`src/rtl/slave_bus_arbiter.sv`:
```
// Round-robin arbiter for the shared slave bus: grants one bus_interface at a time,
// drains its length-prefixed frame through sl_data_latch and forwards it upstream.
module slave_bus_arbiter #(
    parameter int unsigned NUM_PORTS     = 4,
    parameter int unsigned SETTLE_CYCLES = 1
) (
    input  logic                 clk,
    input  logic                 rst,
    input  logic [NUM_PORTS-1:0] sl_arb_request,
    output logic [NUM_PORTS-1:0] sl_arb_grant,
    input  logic [7:0]           sl_data,
    output logic                 sl_data_latch,
    input  logic                 out_ready,
    output logic [7:0]           out_data,
    output logic                 out_data_valid,
    output logic                 out_frame_start,
    output logic                 out_frame_end,
    output logic [2:0]           out_port,
    output logic                 frame_abort
);

    typedef enum logic [2:0] {
        S_IDLE,
        S_SETTLE,
        S_LEN,
        S_DATA,
        S_DONE
    } state_t;

    state_t               state, state_d;
    logic [NUM_PORTS-1:0] grant_d, grant_sel;
    logic [2:0]           ptr, ptr_d, port_d;
    logic [7:0]           cnt, cnt_d;
    logic [1:0]           settle, settle_d;
    logic [7:0]           data_d;
    logic                 valid_d, start_d, end_d, abort_d;
    logic [7:0]           req_ext;
    logic [2:0]           rr_cand, rr_idx;
    logic                 rr_found;
    logic                 req_held;

    // First requester at or after the pointer, wrapping at NUM_PORTS.
    always_comb begin
        req_ext                  = '0;
        req_ext[NUM_PORTS-1:0]   = sl_arb_request;
        rr_found                 = 1'b0;
        rr_idx                   = '0;
        rr_cand                  = '0;
        for (int unsigned i = 0; i < NUM_PORTS; i++) begin
            rr_cand = 3'((32'(ptr) + i) % NUM_PORTS);
            if (!rr_found && req_ext[rr_cand]) begin
                rr_found = 1'b1;
                rr_idx   = rr_cand;
            end
        end
        grant_sel = '0;
        for (int unsigned j = 0; j < NUM_PORTS; j++) begin
            grant_sel[j] = (3'(j) == rr_idx);
        end
    end

    assign req_held = |(sl_arb_request & sl_arb_grant);

    always_comb begin
        state_d       = state;
        grant_d       = sl_arb_grant;
        ptr_d         = ptr;
        port_d        = out_port;
        cnt_d         = cnt;
        settle_d      = settle;
        sl_data_latch = 1'b0;
        data_d        = out_data;
        valid_d       = 1'b0;
        start_d       = 1'b0;
        end_d         = 1'b0;
        abort_d       = 1'b0;
        unique case (state)
            S_IDLE: begin
                if (rr_found) begin
                    grant_d  = grant_sel;
                    port_d   = rr_idx;
                    settle_d = 2'(SETTLE_CYCLES);
                    state_d  = (SETTLE_CYCLES == 0) ? S_LEN : S_SETTLE;
                end
            end
            S_SETTLE: begin
                if (!req_held) begin
                    abort_d = 1'b1;
                    state_d = S_DONE;
                end else begin
                    settle_d = settle - 2'd1;
                    if (settle == 2'd1) state_d = S_LEN;
                end
            end
            S_LEN, S_DATA: begin
                if (!req_held) begin
                    abort_d = 1'b1;
                    state_d = S_DONE;
                end else begin
                    sl_data_latch = out_ready;
                    if (out_ready) begin
                        data_d  = sl_data;
                        valid_d = 1'b1;
                        if (state == S_LEN) begin
                            start_d = 1'b1;
                            cnt_d   = sl_data;
                            if (sl_data == 8'd0) begin
                                end_d   = 1'b1;
                                state_d = S_DONE;
                            end else begin
                                state_d = S_DATA;
                            end
                        end else begin
                            cnt_d = cnt - 8'd1;
                            if (cnt == 8'd1) begin
                                end_d   = 1'b1;
                                state_d = S_DONE;
                            end
                        end
                    end
                end
            end
            S_DONE: begin
                grant_d = '0;
                ptr_d   = (out_port == 3'(NUM_PORTS - 1)) ? 3'd0 : out_port + 3'd1;
                state_d = S_IDLE;
            end
            default: state_d = S_IDLE;
        endcase
    end

    always_ff @(posedge clk or posedge rst) begin
        if (rst) begin
            state           <= S_IDLE;
            sl_arb_grant    <= '0;
            ptr             <= '0;
            out_port        <= '0;
            cnt             <= '0;
            settle          <= '0;
            out_data        <= '0;
            out_data_valid  <= 1'b0;
            out_frame_start <= 1'b0;
            out_frame_end   <= 1'b0;
            frame_abort     <= 1'b0;
        end else begin
            state           <= state_d;
            sl_arb_grant    <= grant_d;
            ptr             <= ptr_d;
            out_port        <= port_d;
            cnt             <= cnt_d;
            settle          <= settle_d;
            out_data        <= data_d;
            out_data_valid  <= valid_d;
            out_frame_start <= start_d;
            out_frame_end   <= end_d;
            frame_abort     <= abort_d;
        end
    end

endmodule
```
`config.mk`:
```
export PLATFORM = sky130hd
export DESIGN_NAME = slave_bus_arbiter
export DESIGN_NICKNAME = d
export VERILOG_FILES = /design/src/rtl/slave_bus_arbiter.sv
export SDC_FILE = /design/constraint.sdc
export NUM_CORES = 1
export LEC_CHECK = 0
export CAP_MARGIN = 20
export CORE_ASPECT_RATIO = 2
export CORE_MARGIN = 2
export CORE_UTILIZATION = 40
export DETAILED_ROUTE_END_ITERATION = 10
export DONT_BUFFER_PORTS = 1
export GPL_ROUTABILITY_DRIVEN = 0
export MAX_ROUTING_LAYER = met4
export SYNTH_ARGS = -nofsm -noshare
export SYNTH_HDL_FRONTEND = slang
export SYNTH_SLANG_ARGS = --single-unit
```
`constraint.sdc`:
```
create_clock -name clk -period 3.35 [get_ports clk]
set_clock_uncertainty 0.2 [all_clocks]
set_input_delay 0.1675 -clock clk [delete_from_list [all_inputs] [get_ports clk]]
set_output_delay 0.1675 -clock clk [all_outputs]
set_load 0.02 [all_outputs]
```
; After elaboration in Yosys (flattened, before gate mapping)
; Index checks and enable logic that the tools add are counted.
; Widths: inputs -> output; s select.
[word_totals]
elab_cells = 105
register_bits = 34
inputBits = 15
[classes]
n_lt_le_gt_ge = 4
n_bitwise = 1
muxes = 49
n_addsub = 6
reduce_logical = 19
n_eq_ne = 15
[ops]
columns = cell, n
row1 = $mux 3, 10
row2 = $mux 1, 25
row3 = $lt 2x4->1 const B, 4
row4 = $mux 2, 5
row5 = $eq 3x2->1 const B, 3
row6 = $pmux 3 s3, 1
row7 = $bmux 1 s2, 4
row8 = $eq 8x1->1 const B, 1
row9 = $logic_not 8->1, 1
row10 = $mux 8, 1
row11 = $pmux 4 s2, 1
row12 = $sub 8x1->8 const B, 1
row13 = $eq 2x3->1 const A, 2
row14 = $logic_not 3->1, 2
row15 = $ne 3x3->1 const B, 2
row16 = $reduce_and 3->1, 2
row17 = $add 2x1->2 const B, 2
row18 = $add 2x2->2 const B, 2
row19 = $and 4x4->4, 1
row20 = $mux 4, 1
row21 = $ne 2x2->1 const B, 2
row22 = $ne 4x4->1 const B, 1
row23 = $pmux 2 s2, 1
row24 = $reduce_and 2->1, 2
row25 = other kinds (12), 17

; Depth between registers and ports, before layout
[logic_depth]
ltp_word = 15
mapped_depth = 7
mapped_depth_nobuf = 6

; Worst setup path after synthesis
; Ideal clock, no wire load.
[synth_path]
path_kind = reg2reg
startpoint = reg state[2]
endpoint = reg cnt[4]
stages_incl_launch_ff = 7
path_slack_ps = 1519
setup_ps = 149
period_less_slack_ps = 1831
required_ps = 3001
arrival_ps = 1482
cell_sequence = dfrtp_1 > buf_6 > and3b_1 > a21bo_2 > inv_2 > clkbuf_1 > a21oi_1
[synth_via]
elab_chain_len = 3
word_cells_on_any_way = 5
classes_between = 2 x eq/ne / 1 x mux / 2 x reduce/logical
[synth_lines]
columns = item, line_no
row1 = from (decl), 30  ; state_t state, state_d;
row2 = from (signal assigned), 146  ; state <= state_d;
row3 = "$eq 3x2->1, on equally long branches", "77, 104"
row4 = $reduce_or 2->1, 77  ; unique case (state)
row5 = $reduce_and 3->1 (no source line), --
row6 = to (signal assigned), 150  ; cnt <= cnt_d;
row7 = to (decl), 33  ; logic [7:0] cnt, cnt_d;
; Parallel ways exist; a longest one is shown, timed or not.
; A chain may end at the register's enable or synchronous reset.

; Worst setup path after layout
[layout_path]
startpoint = reg sl_arb_grant[1]
endpoint = out sl_data_latch
[layout_via]
elab_chain_len = 4
[layout_lines]
columns = item, line_no
row1 = from (decl), 10  ; output logic [NUM_PORTS-1:0] sl_arb_grant,
row2 = from (signal assigned), 147  ; sl_arb_grant <= grant_d;
row3 = $and 4x4->4, 62  ; assign req_held = |(sl_arb_request & sl_arb_grant);
row4 = $reduce_or 4->1, 62
row5 = $mux 1, 96  ; if (!req_held) begin
row6 = $mux 1, 77
row7 = to (decl), 12  ; output logic sl_data_latch,
; Every way passes these cells.

==> metrics.md <==
| Metric | Value |
|---|---|
| CTS Buf Count | `5` |
| Post-route ant nets | `0` |
| Fin cells | `261` |
| Slew Viols, Final | `0` |
| Run status | `complete, but fails checks` |
| Max_cap viols | `0` |
| Post-synth top flop | `dfrtp_1` |
| Max incr delay on CP | `0.49 ns` |
| Share of cells above drive strength 1 | `9.662%` |
| RSZ-0062 raised after global routing | `no` |
| Hold path start | `out_ready` |
| Util after Layout | `45.78%` |
| Routed wire length | `3966 µm` |
| Mapped Nets | `216` |
| Core ar. | `4297 µm²` |
| Hold WC Path Type | `input pin to register` |
| First-pass GRT wire length | `6637 µm` |
| Grt total ovfl | `0` |
| CP max-delay cell | `a21bo_2` |
| Die area | `4973 µm²` |
| Post_cts resized | `0` |
| Dpl hpwl | `2855 µm` |
| Starting Density | `40.91%` |
| DR pass1 iterations | `4` |
| WHS | `-0.000006106 ns` |
| Final Cell Area | `1967 µm²` |
| Peak supply drop | `0.0004830 V` |
| Initial antenna violation count | `0` |
| Avg Inst Size Synth | `8.924 µm²` |
| Clk_lat worst skew | `0.29 ns` |
| Inst Count DP | `244` |
| Drt via density | `5.372` |
| Final Net Count | `225` |
| Syn Std Cell Area | `1758 µm²` |
| Die height | `97.75 µm` |
| Crit-path max FO | `25` |
| I/O pin cnt | `35` |
| Crit-path cells | `a22oi_1 > a21bo_2 > inv_2` |
| Final worst path period share | `64.90%` |
| Post-DP Area | `1785 µm²` |
| Post-synthesis register bit count | `33` |
| Initial DRC count | `19` |
| CTS tree | `done` |
| Chip width | `50.88 µm` |
| Vias in the first global route | `1466` |
| Worst-path clk slew | `0.08 ns` |
| Post-route setup TNS | `0 ns` |
| Hold_buf cts | `9` |
| R2r endpoint | `cnt[5]$_DFFE_PP0P_` |
| Reg2reg setup slack | `1.27 ns` |
| Gr usage total | `18.29%` |
| Via count | `1402` |
| Yosys warns | `0` |
| Critical path required time | `2.98 ns` |
| Critical path launch point type | `register` |
| Sink Count | `33` |
| Power Density | `867.4 nW/µm²` |
| Diode count | `0` |
| Final setup viols | `0` |
| Longest Clk Path Bufs | `2` |
| RR Startpoint | `sl_arb_grant[1]$_DFFE_PP0P_` |
| Cell variety after synth | `46` |
| Fin worst setup slack | `1.176 ns` |
| Sequential fraction of the synthesis area | `46.98%` |
| WHS Path Cells | `2` |
| Rows | `34` |
| Hold Path Sink | `state[1]$_DFFE_PP0P_` |
| Pre-CTS setup slack | `1.272 ns` |
| Post-CTS setup buffers | `0` |
| Synth Instances | `197` |
| Largest net degree at the start of global routing | `34` |
| Failing checks | `hold timing` |
| Root buffer cell | `clkbuf_8` |
| CP endpoint kind | `primary output` |
| Post-synth EDFFs | `0` |
| CP startpoint | `sl_arb_grant[1]$_DFFE_PP0P_` |
| Port Buffer Count | `0` |
| Fin crit period | `2.174 ns` |
| Post-synth ARST share | `100.0%` |
| Drt drc | `0` |
| Setup CP Type | `register to primary output` |
| Syn-to-layout area delta | `11.89%` |
| Htree depth | `2` |
| Fin. Hold Viols | `1` |
| Routed WL per cell | `15.20 µm` |
| Critical path data arrival time | `1.81 ns` |
| Worst Reg2Reg Path Length in Cells | `4` |
| Fmax | `0.4600 GHz` |
| Leak | `0.0008732 µW` |
-- Yosys cell counts (2+ instances only) --
cell type,number,area (µm²)
mux2_2,2,22.52
nand3_1,4,20.02
nor2_1,17,63.81
ha_1,4,50.05
a22o_1,2,17.52
clkbuf_1,4,15.01
o21ai_1,9,45.04
buf_2,2,10.01
o2bb2ai_1,2,17.52
nand3b_1,2,15.01
nor3_1,6,30.03
inv_1,5,18.77
buf_6,2,22.52
dfrtp_1,33,825.8
nor4_1,3,18.77
a22oi_1,3,22.52
nor2b_1,3,18.77
nand2b_1,3,18.77
nand2_1,42,157.7
and2_1,2,12.51
a21oi_1,16,80.08
o21ai_0,6,30.03
o32a_1,2,20.02
-- cell type report --
class                      count  area (µm²)
clock inverter                 3       22.52
fill                         417        2330
timing repair buffer          11       105.1
inverter                       6       22.52
sequential                    33       825.8
tap                           54       67.56
clock buffer                   5       68.82
multi-input combinational    149       854.6
-- placed cells by master, fill, tap and decap left out, types with 2 or more instances in the layout --
cell	count
nand2_1	42
dfrtp_1	33
nor2_1	17
a21oi_1	16
o21ai_1	9
dlygate4sd3_1	9
o21ai_0	6
nor3_1	6
inv_1	5
clkbuf_8	5
nand3_1	4
ha_1	4
a22oi_1	3
nand2b_1	3
nor2b_1	3
nor4_1	3
clkinvlp_4	3
o32a_1	2
o2bb2ai_1	2
and2_1	2
mux2_2	2
nand3b_1	2
a22o_1	2
buf_4	2
-- worst max-delay path, delay by kind of cell, from the launching register on --
family,cells,cell delay (ns)
AOI/OAI and AO/OA,2,0.79
buffers and inverters,1,0.25
DFF,1,0.47
-- layer usage --
metal	global-route usage (%)	routed length, µm
met2	34.31	2269
met3	5.199	227
met5	-	0
met4	7.484	89
met1	16.20	1379
-- state kept, by name, indices dropped and copies added (netlist names) --
| register | count |
|---|---|
| cnt | 8 |
| out_data | 8 |
| sl_arb_grant | 4 |
| state | 3 |
| out_port | 2 |
| ptr | 2 |
| settle | 2 |
| frame_abort | 1 |
| out_data_valid | 1 |
| out_frame_end | 1 |
| out_frame_start | 1 |
-- how the worst max path moves through the flow --
stage | end | slack [ns] | cells after the start
final | sl_data_latch | 1.18 | 3
after global routing | sl_data_latch | 1.05 | 3
after CTS | sl_data_latch | 1.16 | 3
after detailed placement | cnt[5]$_DFFE_PP0P_ | 1.27 | 4
after global placement | cnt[5]$_DFFE_PP0P_ | 1.27 | 4
after floorplan | cnt[4]$_DFFE_PP0P_ | 1.52 | 6
-- report_power, final --
group | switching [µW] | internal [µW]
combinational | 338 | 280
clock | 160 | 146
sequential | 237 | 546
total | 735 | 971
-- stage by stage --
| step | power [µW] | hold WS (ns) |
|---|---|---|
| after detailed placement | 1413 | -0.02200 |
| after global placement | 1406 | -0.02124 |
| after global routing | 1851 | 0.01167 |
| after CTS | 1733 | 0.002036 |
| after floorplan | 1289 | 0.07294 |
| final | 1706 | -0.000006106 |
-- cells by family (layout without fill, tap and decap cells) --
| group | count (synthesis) | count (layout) | share of synthesized area (%) |
|---|---|---|---|
| simple gates | 92 | 92 | 25.48 |
| other cells | 1 | 1 | 0.2133 |
| fa+ha+maj | 4 | 4 | 2.847 |
| flops | 33 | 33 | 46.97 |
| buf+inv | 15 | 25 | 4.413 |
| mux | 2 | 2 | 1.281 |
| compound gates | 50 | 50 | 18.79 |
Note: power is estimated with default switching activity, not from simulation.
